$ cat src/rtl/led_period_ctrl.sv
// Rotating one-hot LED driver: steps the pattern once every time_value clock cycles.
// The run/pause FSM preserves the progress of the current period while paused.
module led_period_ctrl (
    input  logic        clk,
    input  logic        rst,
    input  logic [26:0] time_value,
    input  logic        allow_count,
    input  logic        dir,
    output logic [7:0]  led,
    output logic [2:0]  step,
    output logic        tick,
    output logic [1:0]  state
);

    typedef enum logic [1:0] {
        IDLE  = 2'b00,
        RUN   = 2'b01,
        PAUSE = 2'b10
    } state_t;

    state_t      state_q, state_d;
    logic [26:0] cnt_q, cnt_d;
    logic [26:0] tv_lat_q, tv_lat_d;
    logic [7:0]  led_q, led_d;
    logic [2:0]  step_q, step_d;
    logic        tick_q, tick_d;

    always_comb begin
        state_d  = state_q;
        cnt_d    = cnt_q;
        tv_lat_d = tv_lat_q;
        led_d    = led_q;
        step_d   = step_q;
        tick_d   = 1'b0;

        // A zero period stops everything, whatever the current state.
        if (time_value == 27'd0) begin
            state_d = IDLE;
            cnt_d   = 27'd0;
            led_d   = 8'h01;
            step_d  = 3'd0;
        end else begin
            case (state_q)
                IDLE: begin
                    if (allow_count) begin
                        state_d  = RUN;
                        cnt_d    = 27'd0;
                        tv_lat_d = time_value;
                    end
                end
                RUN: begin
                    if (!allow_count) begin
                        state_d = PAUSE;
                    end else if (cnt_q == tv_lat_q - 27'd1) begin
                        // Period boundary: new period length and direction take effect here.
                        cnt_d    = 27'd0;
                        tick_d   = 1'b1;
                        tv_lat_d = time_value;
                        if (dir) begin
                            led_d  = {led_q[0], led_q[7:1]};
                            step_d = step_q - 3'd1;
                        end else begin
                            led_d  = {led_q[6:0], led_q[7]};
                            step_d = step_q + 3'd1;
                        end
                    end else begin
                        cnt_d = cnt_q + 27'd1;
                    end
                end
                PAUSE: begin
                    if (allow_count) begin
                        state_d = RUN;
                    end
                end
                default: begin
                    state_d = IDLE;
                    cnt_d   = 27'd0;
                    led_d   = 8'h01;
                    step_d  = 3'd0;
                end
            endcase
        end
    end

    always_ff @(posedge clk or posedge rst) begin
        if (rst) begin
            state_q  <= IDLE;
            cnt_q    <= 27'd0;
            tv_lat_q <= 27'd0;
            led_q    <= 8'h01;
            step_q   <= 3'd0;
            tick_q   <= 1'b0;
        end else begin
            state_q  <= state_d;
            cnt_q    <= cnt_d;
            tv_lat_q <= tv_lat_d;
            led_q    <= led_d;
            step_q   <= step_d;
            tick_q   <= tick_d;
        end
    end

    assign led   = led_q;
    assign step  = step_q;
    assign tick  = tick_q;
    assign state = state_q;

endmodule

$ cat config.mk
export PLATFORM = sky130hd
export DESIGN_NAME = led_period_ctrl
export DESIGN_NICKNAME = d
export VERILOG_FILES = /design/src/rtl/led_period_ctrl.sv
export SDC_FILE = /design/constraint.sdc
export NUM_CORES = 1
export LEC_CHECK = 0
export CELL_PAD_IN_SITES_DETAIL_PLACEMENT = 0
export CELL_PAD_IN_SITES_GLOBAL_PLACEMENT = 1
export CORE_MARGIN = 5
export CORE_UTILIZATION = 40
export CTS_CLUSTER_SIZE = 8
export DETAILED_ROUTE_END_ITERATION = 16
export HOLD_SLACK_MARGIN = 0.02
export MAX_ROUTING_LAYER = met4
export PLACE_DENSITY = 0.79
export SLEW_MARGIN = 10
export SYNTH_ARGS = -nofsm -noshare
export SYNTH_HDL_FRONTEND = slang
export SYNTH_SLANG_ARGS = --single-unit
$ cat constraint.sdc
create_clock -name clk -period 5 [get_ports clk]
set_input_delay 0.75 -clock clk [delete_from_list [all_inputs] [get_ports clk]]
set_output_delay 0.75 -clock clk [all_outputs]
set_load 0.01 [all_outputs]
# Word-level counts from Yosys, hierarchy flattened
# Index checks and enable logic that the tools add are counted.
# totals
ff_bits	68
# classes
n_mux	27
n_eq_ne	13
n_reduce_logical	8
n_addsub	4
n_bitwise	1
# ops
operator	n
$mux W27	7
$pmux W27 S3	1
$pmux W27 S2	1
$mux W8	4
$add A27 B1 Y27 const B	1
$eq A27 B27 Y1	1
$logic_not A27 Y1	1
$sub A27 B1 Y27 const B	1
$pmux W8 S2	1
$mux W3	4
$ne A3 B3 Y1 const B	4
$ne A2 B2 Y1 const B	4
$mux W2	3
$pmux W3 S2	1
$reduce_and A3 Y1	2
$reduce_and A5 Y1	1
$mux W1	4
$pmux W2 S2	1
$add A3 B1 Y3 const B	1
$ne A3 B1 Y1 const B	1
$sub A3 B1 Y3 const B	1
$eq A2 B1 Y1 const B	1
$eq A2 B2 Y1 const B	1
$logic_not A2 Y1	1
other kinds (5)	5

# Depth between registers and ports, before layout
# depth
ltp_word	6
mapped_depth	13
ltp_nobuf	11

# Worst setup path before layout
# Ideal clock, no wire load.
# synth_path
path_kind	register to register
start	register tv_lat_q[0]
end	register tv_lat_q[10]
slack_ns	1.189
path_stages_with_launch	13
t_required_ns	4.875
path_buffers	1
arrival_ns	3.687
cell_sequence	dfrtp_1 inv_1 ha_1 nor4b_4 nand4_2 nor4_4 xnor2_1 a221oi_1 a2bb2o_1 or4_4 a211oi_4 buf_6 mux2_2
# synth_between
elab_chain_cells	4
# synth_lines
element	line	source
start: declaration	23	logic [26:0] tv_lat_q, tv_lat_d;
start signal: assignment	96	tv_lat_q <= tv_lat_d;
$sub A27 B1 Y27	54	end else if (cnt_q == tv_lat_q - 27'd1) begin
$eq A27 B27 Y1	54	
$ne A2 B2 Y1 (no line)	n/a	
$reduce_and A5 Y1 (no line)	n/a	
# Every way passes these cells.
# A chain may end at the register's enable or synchronous reset.

# Worst setup path after layout
# layout_path
start	register tv_lat_q[4]
end	register tv_lat_q[9]
# Same word-level chain as after synthesis.

==> reports/metrics.yaml <==
sta:
  period_share_pct: 85.1
  fmax_mhz: 235
  layout_min_cycle_time_ns: 4.25
  maxSlewHeadroom_pct: 39.8
  rsz0062_at_grt: "false"
  hold_ws_ns: 0.541
  drv_slew: 0
  setup_viol: 0
  tns_ns: 0
  tightest_slew_ns: 0.903
  hold_viol_final: 0
  clock-skew-final_ns: 0.00752
  setup_slack_ns: 0.746
final_layout:
  drive_gt1_share_pct: 15.2
  n_antenna_cell: 0
  area.growth.synth_to_final_pct: 16.9
  fin_cells: 611
  nets: 504
  final_core_util_pct: 47.8
power:
  pwr-share-clk_pct: 27.6
  seqPwrFrac_pct: 47.4
  p_int_w: 0.00103
  sw_frac_of_total_pct: 32.4
  p_sw_w: 0.000494
  power_leakage_nw: 1.95
  vdd_drop_max_mv: 0.143
  power_frac_comb_pct: 25.0
  power.density_nw_per_um2: 311
clock_network:
  clkTransAtPathRegs_ns: 0.07
  hold_buffers: 0
  clockBufferDepth: 2
  cts_max_level: 3
  cts_sinks: 68
  cts_tree: "yes"
  clk_latency_ns: 0.35
  post_cts_resized: 0
  root_buffer: "clkbuf_8"
  post_cts_buffers: 0
  cts_buffers: 9
min_path:
  worstHoldPathType: "flop to flop"
  holdPathEnd: "step[2]$_DFFE_PP0P_"
  hold_start: "step[2]$_DFFE_PP0P_"
  holdPathStages: 2
worst_setup_path:
  critPathKind: "flop to flop"
  r2r_slack_ns: 0.75
  crit_path_end_kind: "flop"
  required_ns: 5.23
  critical_path.max_fanout: 27
  r2r_end: "tv_lat_q[9]$_DFFE_PP0P_"
  cp-start-kind: "flop"
  rr_startpoint: "tv_lat_q[4]$_DFFE_PP0P_"
  reg2reg_depth: 9
  cp.arrival_ns: 4.49
grt:
  grt_start_max_net_pins: 36
  first_global_vias: 3223
  antenna_found_initial: 0
  grt_pass1_wl_um: 16800
  grt.total_usage_pct: 17.0
  grt-ovfl-total: 0
floorplanning:
  ios: 45
  fp.dieW_um: 112
  num_rows: 37
  die_height_um: 112
  dieArea_um2: 12600
  core_um2: 10300
  start_util_pct: 40.9
routing:
  vias: 3350
  routed_wl_um: 10200
  post_drt_wl_per_cell_um: 16.7
  firstDrtPassIters: 4
  vias_per_cell: 5.48
  drt_first_iter_violations: 153
  post-route-drc-count: 0
  postRouteAntennaNets: 0
yosys:
  syn-cell-area_um2: 4200
  yosys_warnings: 0
  syn_inst: 431
  synthTopCellsByArea: "dfrtp_1 (40%), mux2_2 (9.1%), xnor2_1 (6.9%)"
  synthArstFlopShare_pct: 100
  yosys.area.top_type_share_pct: 39.9
  synth_fp_nets: 465
  ys_types: 60
  post-synth-top-area-cell: "dfrtp_1"
  syn_avg_cell_area_um2: 9.75
  synth-edff-count: 0
  ys_ff_latch: 68
  yosysSeqAreaShare_pct: 40.5
  ys.flop_type: "dfrtp_1"
placement:
  portBuffers: 44
  place.gp.congestion: 0.900
  dp_cells: 595
  dp_hpwl_um: 7680
  dp_slack_ns: 0.801
outcome:
  outcome: "completed"
job:
  drv_cap: 0
synth_stat cells (all sizes together) (2+ instances only):
cell,number
or3,4
xnor2,33
and3,9
nand2,26
nand3,24
mux2i,2
ha,2
nor2,41
nor4,15
o41ai,2
or4,8
nand2b,2
clkbuf,14
o21ai,16
inv,8
dfrtp,67
o31ai,2
a211oi,2
buf,5
nand4,9
and4,5
a21oi,10
nor4b,7
or2,4
o221ai,2
nor3,20
a21o,3
o22ai,3
mux2,34
and2,6
xor2,29
final cells by class:
cell class              instances  area, um2
clock inverters                 1       5.00
well taps                     136        170
inverters                       8       30.0
repair buffers                 48        470
flip-flops and latches         68       1700
fillers                      1008       5370
multi-input cells             335       2350
clock buffers                  15        176
layout by cell type, fill, tap and decap left out, types with 2 or more instances in the layout:
cell type / Yosys / routed
and4_1: 4 / 4
xnor2_1: 33 / 33
or4_4: 2 / 2
nor4b_1: 6 / 6
nand4_1: 8 / 8
and2_1: 5 / 5
mux2_2: 34 / 34
dfrtp_1: 67 / 67
a21oi_1: 10 / 10
nor2_1: 41 / 41
clkbuf_1: 13 / 3
or4_1: 5 / 5
nand2_1: 26 / 26
ha_1: 2 / 2
o22ai_1: 3 / 3
o21ai_0: 16 / 16
nand3_1: 24 / 24
or3_2: 2 / 2
nand2b_1: 2 / 2
nor4_1: 14 / 14
and3_1: 7 / 7
a21o_1: 3 / 3
inv_1: 8 / 7
o221ai_1: 2 / 2
buf_4: 0 / 4
o41ai_1: 2 / 2
o31ai_1: 2 / 2
xor2_1: 29 / 29
or2_2: 4 / 4
clkbuf_8: 0 / 12
clkdlybuf4s50_1: 0 / 44
or3_1: 2 / 2
nor3_1: 20 / 20
and3_2: 2 / 2
mux2i_1: 2 / 2
routing by layer:
layer  vias to the layer above  global-route usage (%)  routed length, um
met5                         -                       -                  0
met4                         0                    7.13                189
met3                        14                    2.43                381
met2                        66                    25.3               4730
met1                      1641                    23.3               4880
li1                       1629                       -                  -
worst max-delay path, stage by stage (launching register included):
cell and delay [ns]:
dfrtp_1 0.45, nor3_1 0.60, nand4_1 0.45, o31ai_1 0.46, nand4_1 0.11, or4_1 0.53, or4_4 0.53, a211oi_4 0.24
buf_4 0.38, mux2_2 0.38
registers in the layout (all words and copies together) (netlist names):
register,cells
cnt_q,27
led,8
state,2
step,3
tick,1
tv_lat_q,27
how the worst max path moves through the flow:
stage / slack, ns / end / start
after global placement: 0.84 / tv_lat_q[11]$_DFFE_PP0P_ / tv_lat_q[0]$_DFFE_PP0P_
after detailed placement: 0.80 / tv_lat_q[26]$_DFFE_PP0P_ / tv_lat_q[4]$_DFFE_PP0P_
final: 0.75 / tv_lat_q[9]$_DFFE_PP0P_ / tv_lat_q[4]$_DFFE_PP0P_
after CTS: 0.75 / tv_lat_q[26]$_DFFE_PP0P_ / tv_lat_q[4]$_DFFE_PP0P_
after global routing: 0.39 / tv_lat_q[1]$_DFFE_PP0P_ / tv_lat_q[4]$_DFFE_PP0P_
after floorplan: 1.19 / tv_lat_q[10]$_DFFE_PP0P_ / tv_lat_q[0]$_DFFE_PP0P_
stage by stage:
stage | cell area (um2) | total power (W)
6_report | 4910 | 0.00152
5_1_grt | 4910 | 0.00162
4_1_cts | 4910 | 0.00154
3_5_place_dp | 4730 | 0.00111
3_3_place_gp | 4730 | 0.00110
2_1_floorplan | 4200 | 0.000998
cell families after synthesis:
kind of cell    after synthesis  synth area share, %
simple gates                185                 24.7
fa+ha+maj                     3                 1.07
xor+xnor                     62                 12.9
flops                        68                 40.5
mux                          36                 9.59
buf+inv                      28                 3.43
compound gates               49                 7.78
power by group through the flow:
stage	clock [W]	sequential (W)	combinational, W
floorplan	0	0.000691	0.000307
global placement	0	0.000729	0.000374
detailed placement	0	0.000734	0.000380
CTS	0.000436	0.000723	0.000383
global route	0.000458	0.000737	0.000421
finish	0.000421	0.000722	0.000381
Note: power is estimated with default switching activity, not from simulation.
